$ cat src/rtl/sdram_to_bram_reader.sv
// DMA read engine: pulls a block of 256-bit beats from HPS SDRAM over AXI3 and
// writes them sequentially into FPGA block RAM, one burst outstanding at a time.
module sdram_to_bram_reader #(
  parameter int BRAM_AW   = 10,
  parameter int MAX_BURST = 16
) (
  input  logic               clk,
  input  logic               reset_n,
  input  logic               start,
  input  logic [31:0]        addr,
  input  logic [BRAM_AW:0]   len,
  output logic               busy,
  output logic               done,
  output logic               err,
  output logic [31:0]        araddr,
  output logic [3:0]         arlen,
  output logic [7:0]         arid,
  output logic [2:0]         arsize,
  output logic [1:0]         arburst,
  output logic [1:0]         arlock,
  output logic [2:0]         arprot,
  output logic [3:0]         arcache,
  output logic               arvalid,
  input  logic               arready,
  input  logic [255:0]       rdata,
  input  logic [1:0]         rresp,
  input  logic               rlast,
  input  logic [7:0]         rid,
  input  logic               rvalid,
  output logic               rready,
  output logic               bram_we,
  output logic [BRAM_AW-1:0] bram_addr,
  output logic [255:0]       bram_wdata
);

  typedef enum logic [1:0] {S_IDLE, S_ADDR, S_DATA, S_DONE} state_t;

  state_t               state_q, state_d;
  logic [31:0]          cur_addr_q, cur_addr_d;
  logic [BRAM_AW:0]     remaining_q, remaining_d;
  logic [4:0]           burst_n_q, burst_n_d;
  logic [4:0]           beat_cnt_q, beat_cnt_d;
  logic [BRAM_AW-1:0]   wr_ptr_q, wr_ptr_d;
  logic                 err_q, err_d;
  logic                 bram_we_q, bram_we_d;
  logic [BRAM_AW-1:0]   bram_addr_q, bram_addr_d;
  logic [255:0]         bram_wdata_q, bram_wdata_d;
  logic [31:0]          araddr_q, araddr_d;
  logic [3:0]           arlen_q, arlen_d;

  logic [31:0]          next_addr;
  logic [BRAM_AW:0]     next_rem;
  logic [4:0]           n_calc;
  logic                 unused_rid;

  // Beats in the next burst: capped by MAX_BURST, what is left, and the 4 KB page end.
  function automatic logic [4:0] calc_burst(input logic [31:0] a, input logic [BRAM_AW:0] rem);
    int unsigned n;
    int unsigned to_4k;
    to_4k = 32'd128 - 32'(a[11:5]);
    n = 32'(MAX_BURST);
    if (32'(rem) < n) n = 32'(rem);
    if (to_4k < n) n = to_4k;
    return 5'(n);
  endfunction

  assign arid       = 8'd0;
  assign arsize     = 3'b101;
  assign arburst    = 2'b01;
  assign arlock     = 2'b00;
  assign arprot     = 3'b000;
  assign arcache    = 4'b0011;
  assign unused_rid = ^rid;

  assign arvalid    = (state_q == S_ADDR);
  assign rready     = (state_q == S_DATA);
  assign busy       = (state_q == S_ADDR) || (state_q == S_DATA);
  assign done       = (state_q == S_DONE);
  assign err        = err_q;
  assign araddr     = araddr_q;
  assign arlen      = arlen_q;
  assign bram_we    = bram_we_q;
  assign bram_addr  = bram_addr_q;
  assign bram_wdata = bram_wdata_q;

  assign next_addr  = cur_addr_q + {22'd0, burst_n_q, 5'd0};
  assign next_rem   = remaining_q - (BRAM_AW+1)'(burst_n_q);

  always_comb begin
    state_d      = state_q;
    cur_addr_d   = cur_addr_q;
    remaining_d  = remaining_q;
    burst_n_d    = burst_n_q;
    beat_cnt_d   = beat_cnt_q;
    wr_ptr_d     = wr_ptr_q;
    err_d        = err_q;
    bram_we_d    = 1'b0;
    bram_addr_d  = bram_addr_q;
    bram_wdata_d = bram_wdata_q;
    araddr_d     = araddr_q;
    arlen_d      = arlen_q;
    n_calc       = 5'd0;

    unique case (state_q)
      S_IDLE: begin
        if (start) begin
          err_d = 1'b0;
          if (len == '0) begin
            state_d = S_DONE;
          end else begin
            n_calc      = calc_burst(addr, len);
            cur_addr_d  = addr;
            remaining_d = len;
            wr_ptr_d    = '0;
            bram_addr_d = '0;
            burst_n_d   = n_calc;
            araddr_d    = addr;
            arlen_d     = 4'(n_calc - 5'd1);
            state_d     = S_ADDR;
          end
        end
      end

      S_ADDR: begin
        if (arready) begin
          beat_cnt_d = 5'd0;
          state_d    = S_DATA;
        end
      end

      S_DATA: begin
        if (rvalid) begin
          if (beat_cnt_q < burst_n_q) begin
            bram_we_d    = 1'b1;
            bram_addr_d  = wr_ptr_q;
            bram_wdata_d = rdata;
            wr_ptr_d     = wr_ptr_q + BRAM_AW'(1);
            beat_cnt_d   = beat_cnt_q + 5'd1;
          end else begin
            err_d = 1'b1;
          end
          if (rresp != 2'b00) err_d = 1'b1;
          // A short or long burst still retires the full n so the address plan stays fixed.
          if (rlast) begin
            if (beat_cnt_q + 5'd1 != burst_n_q) err_d = 1'b1;
            cur_addr_d  = next_addr;
            remaining_d = next_rem;
            if (next_rem != '0) begin
              n_calc    = calc_burst(next_addr, next_rem);
              burst_n_d = n_calc;
              araddr_d  = next_addr;
              arlen_d   = 4'(n_calc - 5'd1);
              state_d   = S_ADDR;
            end else begin
              state_d = S_DONE;
            end
          end
        end
      end

      S_DONE: state_d = S_IDLE;

      default: state_d = S_IDLE;
    endcase
  end

  always_ff @(posedge clk or negedge reset_n) begin
    if (!reset_n) begin
      state_q      <= S_IDLE;
      cur_addr_q   <= '0;
      remaining_q  <= '0;
      burst_n_q    <= '0;
      beat_cnt_q   <= '0;
      wr_ptr_q     <= '0;
      err_q        <= 1'b0;
      bram_we_q    <= 1'b0;
      bram_addr_q  <= '0;
      bram_wdata_q <= '0;
      araddr_q     <= '0;
      arlen_q      <= '0;
    end else begin
      state_q      <= state_d;
      cur_addr_q   <= cur_addr_d;
      remaining_q  <= remaining_d;
      burst_n_q    <= burst_n_d;
      beat_cnt_q   <= beat_cnt_d;
      wr_ptr_q     <= wr_ptr_d;
      err_q        <= err_d;
      bram_we_q    <= bram_we_d;
      bram_addr_q  <= bram_addr_d;
      bram_wdata_q <= bram_wdata_d;
      araddr_q     <= araddr_d;
      arlen_q      <= arlen_d;
    end
  end

endmodule

$ cat config.mk
export PLATFORM = sky130hd
export DESIGN_NAME = sdram_to_bram_reader
export DESIGN_NICKNAME = d
export VERILOG_FILES = /design/src/rtl/sdram_to_bram_reader.sv
export SDC_FILE = /design/constraint.sdc
export NUM_CORES = 1
export LEC_CHECK = 0
export BUFFER_PORTS_ARGS = -buffer_cell sky130_fd_sc_hd__buf_2
export CORE_AREA = 3 3 247 249
export DETAILED_ROUTE_END_ITERATION = 8
export DIE_AREA = 0 0 250 252
export GPL_ROUTABILITY_DRIVEN = 0
export PLACE_DENSITY_LB_ADDON = 0.05
export SETUP_SLACK_MARGIN = 0.3
export SYNTH_ARGS = -nofsm -noshare
export SYNTH_HDL_FRONTEND = slang
export SYNTH_SLANG_ARGS = --single-unit
$ cat constraint.sdc
create_clock -name clk -period 5.8 [get_ports clk]
set_input_delay 0.29 -clock clk [delete_from_list [all_inputs] [get_ports clk]]
set_output_delay 0.29 -clock clk [all_outputs]
set_load 0.005 [all_outputs]
# Word level (Yosys, flattened, before mapping)
# Cells that the tools add are included.
[totals] regBits=369 input_bits=315 output_inout_bits=330 elab_cells=123
[classes] add_sub_neg=8 magnitude_cmp=5 eq_ne=11 mux=73 reduce_logical=14
[ops] op="$mux 32" count=14
[ops] op="$pmux 32 s2" count=2
[ops] op="$mux 5" count=17
[ops] op="$mux 11" count=6
[ops] op="$lt 32x32->1" count=2
[ops] op="$mux 10" count=6
[ops] op="$pmux 10 s2" count=2
[ops] op="$add 32x10->32" count=1
[ops] op="$lt 11x5->1 const B" count=2
[ops] op="$pmux 11 s2" count=1
[ops] op="$mux 4" count=5
[ops] op="$pmux 5 s2" count=2
[ops] op="$sub 8x7->9 const A" count=2
[ops] op="$mux 2" count=6
[ops] op="$logic_not 11->1" count=1
[ops] op="$reduce_bool 11->1" count=1
[ops] op="$sub 11x5->11" count=1
[ops] op="$add 10x1->10 const B" count=1
[ops] op="$reduce_and 5->1" count=2
[ops] op="$mux 1" count=9
[ops] op="$ne 2x2->1 const B" count=4
[ops] op="$pmux 2 s4" count=1
[ops] op="$pmux 4 s2" count=1
[ops] op="$reduce_and 4->1" count=2
[ops] op="13 further kinds" count=20

# Depth between registers and ports, before layout
# Gate-level depths: netlist of run 1.
[depth] depth_word=18 ltp_mapped=22

# Least setup slack after synthesis of run 1
# No wires, ideal clock.
[synth_path] path_type="reg2reg" start="register remaining_q[0]" end="register arlen_q[3] (netlist: arlen[3])" setup_ns=0.083 t_arrival_ns=4.133 required_time_ns=5.717 slack_ns=1.585 path_stages_with_launch=21 cell_sequence="dfrtp_1 -> inv_1 -> ha_1 -> inv_1 -> fa_1 -> a21o_1 -> a211o_1 -> a21o_1 -> a221oi_2 -> and3_1 -> buf_4 -> nand2_1 -> ha_1 -> a21oi_1 -> o21bai_1 -> nor3_1 -> or3b_2 -> a21boi_0 -> o32ai_1 -> xor2_1 -> o21ai_0"
[synth_via] elab_chain_len=18
[synth_rtl] element="start, declared" line="40" rtl="logic [BRAM_AW:0] remaining_q, remaining_d;"
[synth_rtl] element="start signal, assigned" line="184" rtl="remaining_q <= remaining_d;"
[synth_rtl] element="$sub 11x5->11 *" line="87" rtl="assign next_rem = remaining_q - (BRAM_AW+1)'(burst_n_q);"
[synth_rtl] element="$lt 11x5->1" line="62" rtl="if (32'(rem) < n) n = 32'(rem);"
[synth_rtl] element="$mux 11" line="62"
[synth_rtl] element="$mux 32" line="148" rtl="if (next_rem != '0) begin"
[synth_rtl] element="$mux 32" line="144" rtl="if (rlast) begin"
[synth_rtl] element="$mux 32" line="132" rtl="if (rvalid) begin"
[synth_rtl] element="$mux 32" line="104" rtl="unique case (state_q)"
[synth_rtl] element="$lt 32x32->1" line="63" rtl="if (to_4k < n) n = to_4k;"
[synth_rtl] element="[2 not listed]"
[synth_rtl] element="$mux 5" line="144"
[synth_rtl] element="$mux 5" line="132"
[synth_rtl] element="$mux 5" line="104"
[synth_rtl] element="$sub 4x1->4" line="152" rtl="arlen_d = 4'(n_calc - 5'd1);"
[synth_rtl] element="$mux 4" line="148"
[synth_rtl] element="$mux 4" line="144"
[synth_rtl] element="$mux 4" line="132"
[synth_rtl] element="$pmux 4 s2" line="104"
[synth_rtl] element="end signal, assigned" line="193" rtl="arlen_q <= arlen_d;"
[synth_rtl] element="end, declared" line="49" rtl="logic [3:0] arlen_q, arlen_d;"
# Mark *: on every way between the ends. The rest lies on a longest branch, timed or not. The select of a mux whose other input is x is not followed.
# A chain may end at the register's enable or synchronous reset.

# Final worst setup path of run 1
[layout_path] start="register burst_n_q[0]" end="register arlen_q[3] (netlist: arlen[3])"
[layout_via] elab_chain_len=18
[layout_rtl] element="start, declared" line="41" rtl="logic [4:0] burst_n_q, burst_n_d;"
[layout_rtl] element="start signal, assigned" line="185" rtl="burst_n_q <= burst_n_d;"
[layout_rtl] element="$sub 11x5->11" line="87"
[layout_rtl] element="$lt 11x5->1" line="62"
[layout_rtl] element="$mux 11" line="62"
[layout_rtl] element="$mux 32" line="148"
[layout_rtl] element="$mux 32" line="144"
[layout_rtl] element="$mux 32" line="132"
[layout_rtl] element="$mux 32" line="104"
[layout_rtl] element="$lt 32x32->1" line="63"
[layout_rtl] element="[2 not listed]"
[layout_rtl] element="$mux 5" line="144"
[layout_rtl] element="$mux 5" line="132"
[layout_rtl] element="$mux 5" line="104"
[layout_rtl] element="$sub 4x1->4" line="152"
[layout_rtl] element="$mux 4" line="148"
[layout_rtl] element="$mux 4" line="144"
[layout_rtl] element="$mux 4" line="132"
[layout_rtl] element="$pmux 4 s2" line="104"
# Parallel ways exist; a longest one is shown, timed or not. The select of a mux whose other input is x is not followed.

==> results.toml, run 1 <==
[layout]
fin_area_sq_um = 24700
syn2layout_area_growth_pct = 47.7
finalNetCount = 3099
fillers = 6031
drive_above_1_share = 0.263

[worst_hold_path]
min_delay_worst_endpoint = "cur_addr_q[17]$_DFFE_PN0P_"
min_path_cells = 3
hold_class = "primary input to register"
min_from = "addr[17]"

[route]
wl_per_cell_um = 18.4
drc = 0
routed_wl_mm = 65.3
via_per_inst = 4.45
via_count = 15800
drt_iter0_markers = 861
dr.pass1.iters = 7
ant_nets = 0

[yosys]
synth_edf_count = 0
postSynthAreaPerCell_sq_um = 8.86
synthTopCellsByCount = "892 x nand2_1, 369 x dfrtp_1, 84 x clkbuf_1"
yosys-top-cells-area = "dfrtp_1 55%, nand2_1 20%, ha_1 2.8%"
synth_area_sq_um = 16700
synthFlopType = "dfrtp_1"
ys_seq_area_frac = 0.552
synth_area_leader_cell = "dfrtp_1"
synth_seq_cells = 369
syn_inst = 1889
async_reset_ff_frac = 1.00
synth.most_common_cell = "nand2_1"
synth.distinct_cells = 66
synth.top_cell.area_share = 0.552
yosysWarnings = 0

[cts]
path_clk_slew_ns = 0.06
cts_max_path_buffers = 3
cts-resized-gates = 0
holdBufCountCts = 264
cts_tree = "built"
post-cts-setup-buffers = 0
clockRootBuffer = "clkbuf_16"
cts_buffers = 46
h-tree-depth = 2
clk_latency_ns = 0.57
cts.sinks = 369

[die]
die_area_sq_um = 63000
io_pins = 645
die_y_um = 252
rows = 89
core-area_sq_um = 58900
die_w_um = 250
start_util = 0.284

[timing]
rsz0062_at_grt = "no"
max_freq_mhz = 204
setup-tns-final_ns = 0
max-slew-margin-rel = 0.299
worst_pin_slew_ns = 1.05
fin_crit_sh = 0.847
setup_viol = 0
hold_viol = 0
fin_skew_ns = 0.0123
hold_ws_ns = 0.0569
period_minus_slack_ns = 4.91
finalMaxSlewViolations = 0

[power_and_ir_drop]
finalPower_mw = 13.1
p_leak_nw = 13.2
ir_drop_mv = 0.271
power_density_nw_per_um2 = 532

[grt]
antenna_found_initial = 7
grt_pass1_wl_mm = 98.2
grt_use_total = 0.201
grt_max_degree = 159
overflow = 0
first_global_vias = 16500

[worst_setup_path]
path_depth = 18
crit_family = "compound AO/OA/AOI/OAI gates"
path_class = "register to register"
end_kind = "register"
start_kind = "register"
r2r_start = "burst_n_q[0]$_DFFE_PN0P_"
regToRegSetupSlack_ns = 0.89
crit_fanout = 8
cp_num_buf_inv = 1
cp_cell_sequence = "ha_1, inv_1, fa_1, a21o_1, a211o_1, a21o_1, a221oi_2, and3_1, nand2_1, ha_1, a21oi_1, o21bai_1, nor3_1, or3b_2, a21boi_0, o32ai_1, xor2_1, o21ai_0"
rr_worst_depth = 18
required_ns = 6.27
cp.arrival_ns = 5.38
slowest_stage = "or3b_2"
critPathMaxStageDelay_ns = 0.49
reg2reg_to = "arlen[3]$_DFFE_PN0P_"

[outcome]
status = "finished, final reports clean"

[place]
numPortBuffers = 614
dp_hpwl_mm = 47.6
postPlaceCellArea_sq_um = 20500

[run]
maxCapViolCount = 0
==> metal layers <==
| metal | vias up | track usage | routed length (um) |
|---|---|---|---|
| met2 | 420 | 0.357 | 33700 |
| met5 | - | 0 | 0 |
| met1 | 7569 | 0.235 | 25900 |
| met4 | 0 | 0.0747 | 1890 |
| met3 | 89 | 0.0477 | 3880 |
| li1 | 7759 | - | - |
==> power by group <==
part           internal [mW]  leakage (nW)  total, mW  switching [mW]
logic                   2.34          7.80       5.78            3.44
registers               3.73          4.63       4.44           0.708
clock network           1.79         0.750       2.93            1.14
total                   7.86          13.2       13.1            5.28
==> layout make-up <==
| type | count | area, sq um | share of cell area |
|---|---|---|---|
| flip-flops and latches | 369 | 9230 | 0.374 |
| multi-input cells | 1405 | 6970 | 0.282 |
| repair buffers | 895 | 5890 | 0.238 |
| clock buffers | 74 | 1420 | 0.0573 |
| well taps | 773 | 967 | 0.0391 |
| clock inverters | 7 | 116 | 0.00471 |
| inverters | 27 | 106 | 0.00430 |
| diodes | 8 | 20.0 | 0.000810 |
==> sequential cells by signal (all words and copies together) (netlist names), 4 cells and up <==
register     count
wr_ptr_q        10
bram_wdata     256
cur_addr_q      32
bram_addr       10
arlen            4
burst_n_q        5
beat_cnt_q       5
remaining_q     11
araddr          32
==> how the worst max path moves through the flow <==
stage | startpoint | end
after floorplan | remaining_q[0]$_DFFE_PN0P_ | arlen[3]$_DFFE_PN0P_
after global placement | burst_n_q[0]$_DFFE_PN0P_ | arlen[3]$_DFFE_PN0P_
after detailed placement | burst_n_q[0]$_DFFE_PN0P_ | arlen[3]$_DFFE_PN0P_
after CTS | burst_n_q[0]$_DFFE_PN0P_ | arlen[3]$_DFFE_PN0P_
after global routing | burst_n_q[0]$_DFFE_PN0P_ | arlen[3]$_DFFE_PN0P_
final | burst_n_q[0]$_DFFE_PN0P_ | arlen[3]$_DFFE_PN0P_
==> cells in the final DEF, fill, tap and decap left out, types with 22 or more instances in the layout <==
cell / count
o21ai_0: 59
ha_1: 37
dlygate4sd3_1: 264
nor3_1: 22
inv_1: 25
nand3_1: 26
conb_1: 28
xor2_1: 28
buf_2: 613
xnor2_1: 29
nor2_1: 52
nand2_1: 892
a21oi_1: 51
dfrtp_1: 369
clkbuf_16: 47
==> tightest hold or removal path, cell delays in order <==
cell and delay [ns]:
buf_2 0.12, o22ai_1 0.10, a21oi_1 0.05
==> stage by stage <==
step | setup slack (ns) | util | instances
floorplan | 1.58 | - | 1915
global placement | 1.03 | 0.348 | 3205
detailed placement | 1.00 | 0.348 | 3205
CTS | 0.980 | 0.419 | 3550
global route | 0.531 | 0.420 | 3556
finish | 0.889 | 0.420 | 3558
==> cells by family (layout without fill, tap and decap cells) <==
family                   after synthesis  count (layout)  synth area share
multiplexers                          37              37            0.0256
AND/OR/NAND/NOR                     1051            1051             0.251
flip-flops                           369             369             0.552
other                                  2              36          0.000449
AO/OA/AOI/OAI                        192             192            0.0716
adder cells (fa/ha/maj)               40              40            0.0308
XOR/XNOR                              57              57            0.0298
buffers and inverters                141            1003            0.0391
Power figures use the tool's default switching activity.
==> inputs of run 2 (changes only) <==
==> constraint.sdc (replaced) <==
create_clock -name clk -period 4.59 [get_ports clk]
set_input_delay 0.2295 -clock clk [delete_from_list [all_inputs] [get_ports clk]]
set_output_delay 0.2295 -clock clk [all_outputs]
set_load 0.005 [all_outputs]
==> run 2 against run 1 <==
  * Final area up 3.0%
  * Sequential cell count unchanged
  * Critical path type unchanged
  * Clock skew about the same
  * Maximum frequency up 17%
  * Non-clock buffer count grew 43
  * Critical path depth grew 2
  * Sequential share of layout area is 1.1 points lower
  * Worst setup slack lost 0.51 ns
==> results.toml, run 2 (same netlist as run 1, synthesis figures left out) <==
[die]
core-area_sq_um = 58900
die_w_um = 250
die_area_sq_um = 63000
io_pins = 645
start_util = 0.284
die_y_um = 252
rows = 89

[layout]
syn2layout_area_growth_pct = 52.0
largest_reg_flops = 256
fin_area_sq_um = 25500
finalNetCount = 3142
final_cell_mix = "891 x nand2_1, 613 x buf_2, 369 x dfrtp_1"
fin_util = 0.432
mostFrequentLayoutCell = "nand2_1"
drive_above_1_share = 0.284

[outcome]
status = "finished, final reports clean"

[grt]
antenna_found_initial = 7
grt_pass1_wl_mm = 100
overflow = 0
first_global_vias = 16800
grt_max_degree = 165
grt_use_total = 0.203

[worst_setup_path]
end_kind = "register"
crit_fanout = 4
cp.arrival_ns = 4.66
path_class = "register to register"
required_ns = 5.04
start_kind = "register"

[cts]
cts_buffers = 46
cts_max_path_buffers = 3
path_clk_slew_ns = 0.06
cts_tree = "built"
clk_latency_ns = 0.57
h-tree-depth = 2
cts.sinks = 369
clockRootBuffer = "clkbuf_16"

[route]
drc = 0
wl_per_cell_um = 18.4
routed_wl_mm = 66.3
dr.pass1.iters = 5
drt_iter0_markers = 823
ant_nets = 0
via_count = 16100
via_per_inst = 4.46

[power_and_ir_drop]
p_sw_frac = 0.397
power_density_nw_per_um2 = 690
pwr-share-clk = 0.228
intPower_mw = 10.6
finalPower_mw = 17.6
netSwitchingPower_mw = 6.98
p_leak_nw = 13.5
seqPwrFrac = 0.319
pwr-share-comb = 0.453
ir_drop_mv = 0.456

[timing]
worst_pin_slew_ns = 1.09
setup-tns-final_ns = 0
max-slew-margin-rel = 0.276
period_minus_slack_ns = 4.21
max_freq_mhz = 238
hold_viol = 0
fin_crit_sh = 0.917
finalMaxSlewViolations = 0
fin_skew_ns = 0.0121
setup_viol = 0
rsz0062_at_grt = "yes"

[worst_hold_path]
hold_class = "primary input to register"

[run]
maxCapViolCount = 0

[place]
dp_hpwl_mm = 48.7
postPlaceCellArea_sq_um = 20700
numPortBuffers = 614
==> run 2: changes by cell type in the layout (fill, tap and decap cells not counted), sizes merged <==
| cell | delta |
|---|---|
| buf | +32 |
| clkbuf | -7 |
| dlygate4sd3 | +11 |
| bufinv | +5 |
| diode | -1 |
| clkinv | +5 |
| inv | +2 |
==> run 2: worst max-delay path, cell delays in order, from the launching register on <==
cell	delay, ns
dfrtp_1	0.37
inv_1	0.06
ha_2	0.19
inv_2	0.04
fa_2	0.38
a21o_1	0.19
a211o_1	0.27
a21o_1	0.18
a221oi_2	0.25
and3_4	0.26
buf_4	0.12
nand2_1	0.05
ha_2	0.19
a21oi_2	0.12
o21bai_2	0.13
nor3_2	0.26
or3b_4	0.42
a21boi_4	0.21
o32ai_4	0.12
xor2_1	0.20
o21ai_1	0.08
==> run 2: final timing paths <==
kind                                             start                           to  cells past startpoint  slack [ns]
max in group asynchronous                      reset_n   bram_wdata[72]$_DFFE_PN0P_                      3        3.05
max reg2reg                 remaining_q[0]$_DFFE_PN0P_         arlen[3]$_DFFE_PN0P_                     20        0.38
max                         remaining_q[0]$_DFFE_PN0P_         arlen[3]$_DFFE_PN0P_                     20        0.38
min reg2reg                bram_wdata[132]$_DFFE_PN0P_  bram_wdata[132]$_DFFE_PN0P_                      2        0.46
min                                           addr[30]       araddr[30]$_DFFE_PN0P_                      3        0.03
min in group asynchronous                      reset_n  bram_wdata[246]$_DFFE_PN0P_                      2        0.34
==> run 2: through the flow <==
stage / setup slack, ns / hold WS [ns] / cells
floorplan: 0.375 / -0.0661 / 1915
global placement: 0.118 / 0.366 / 3226
detailed placement: -0.0786 / 0.357 / 3226
CTS: 0.310 / 0.00547 / 3588
global route: 0.186 / 0.0311 / 3604
finish: 0.383 / 0.0295 / 3605
==> run 2: layout make-up <==
type,instances,area [sq um]
Antenna cell,7,17.5
Clock buffer,67,1360
Clock inverter,19,320
Fill cell,5955,33500
Inverter,27,106
Multi-Input combinational cell,1405,7160
Sequential cell,369,9230
Tap cell,773,967
Timing Repair Buffer,938,6290
==> run 2: power by group through the flow <==
stage / Combinational [mW] / Clock [mW] / Sequential, mW
2_1_floorplan: 4.11 / 0 / 5.63
6_report: 7.96 / 4.01 / 5.60
3_3_place_gp: 7.39 / 0 / 5.59
3_5_place_dp: 7.47 / 0 / 5.60
5_1_grt: 8.89 / 4.27 / 5.80
4_1_cts: 7.74 / 4.14 / 5.60
==> run 2: what timing repair did <==
action,in CTS,in global routing
hold buffers,275,0
resized for setup,13,31
pin swaps,4,28
buffers inserted,1,10
endpoints found under the setup margin,5,9
endpoints found under the hold margin,382,0
==> run 2: metal layers <==
metal,GRT usage,vias to the layer above,share of wire
li1,-,7842,-
met5,0,-,0
met4,0.0766,0,0.034
met2,0.357,460,0.51
met1,0.241,7688,0.39
met3,0.0501,96,0.063
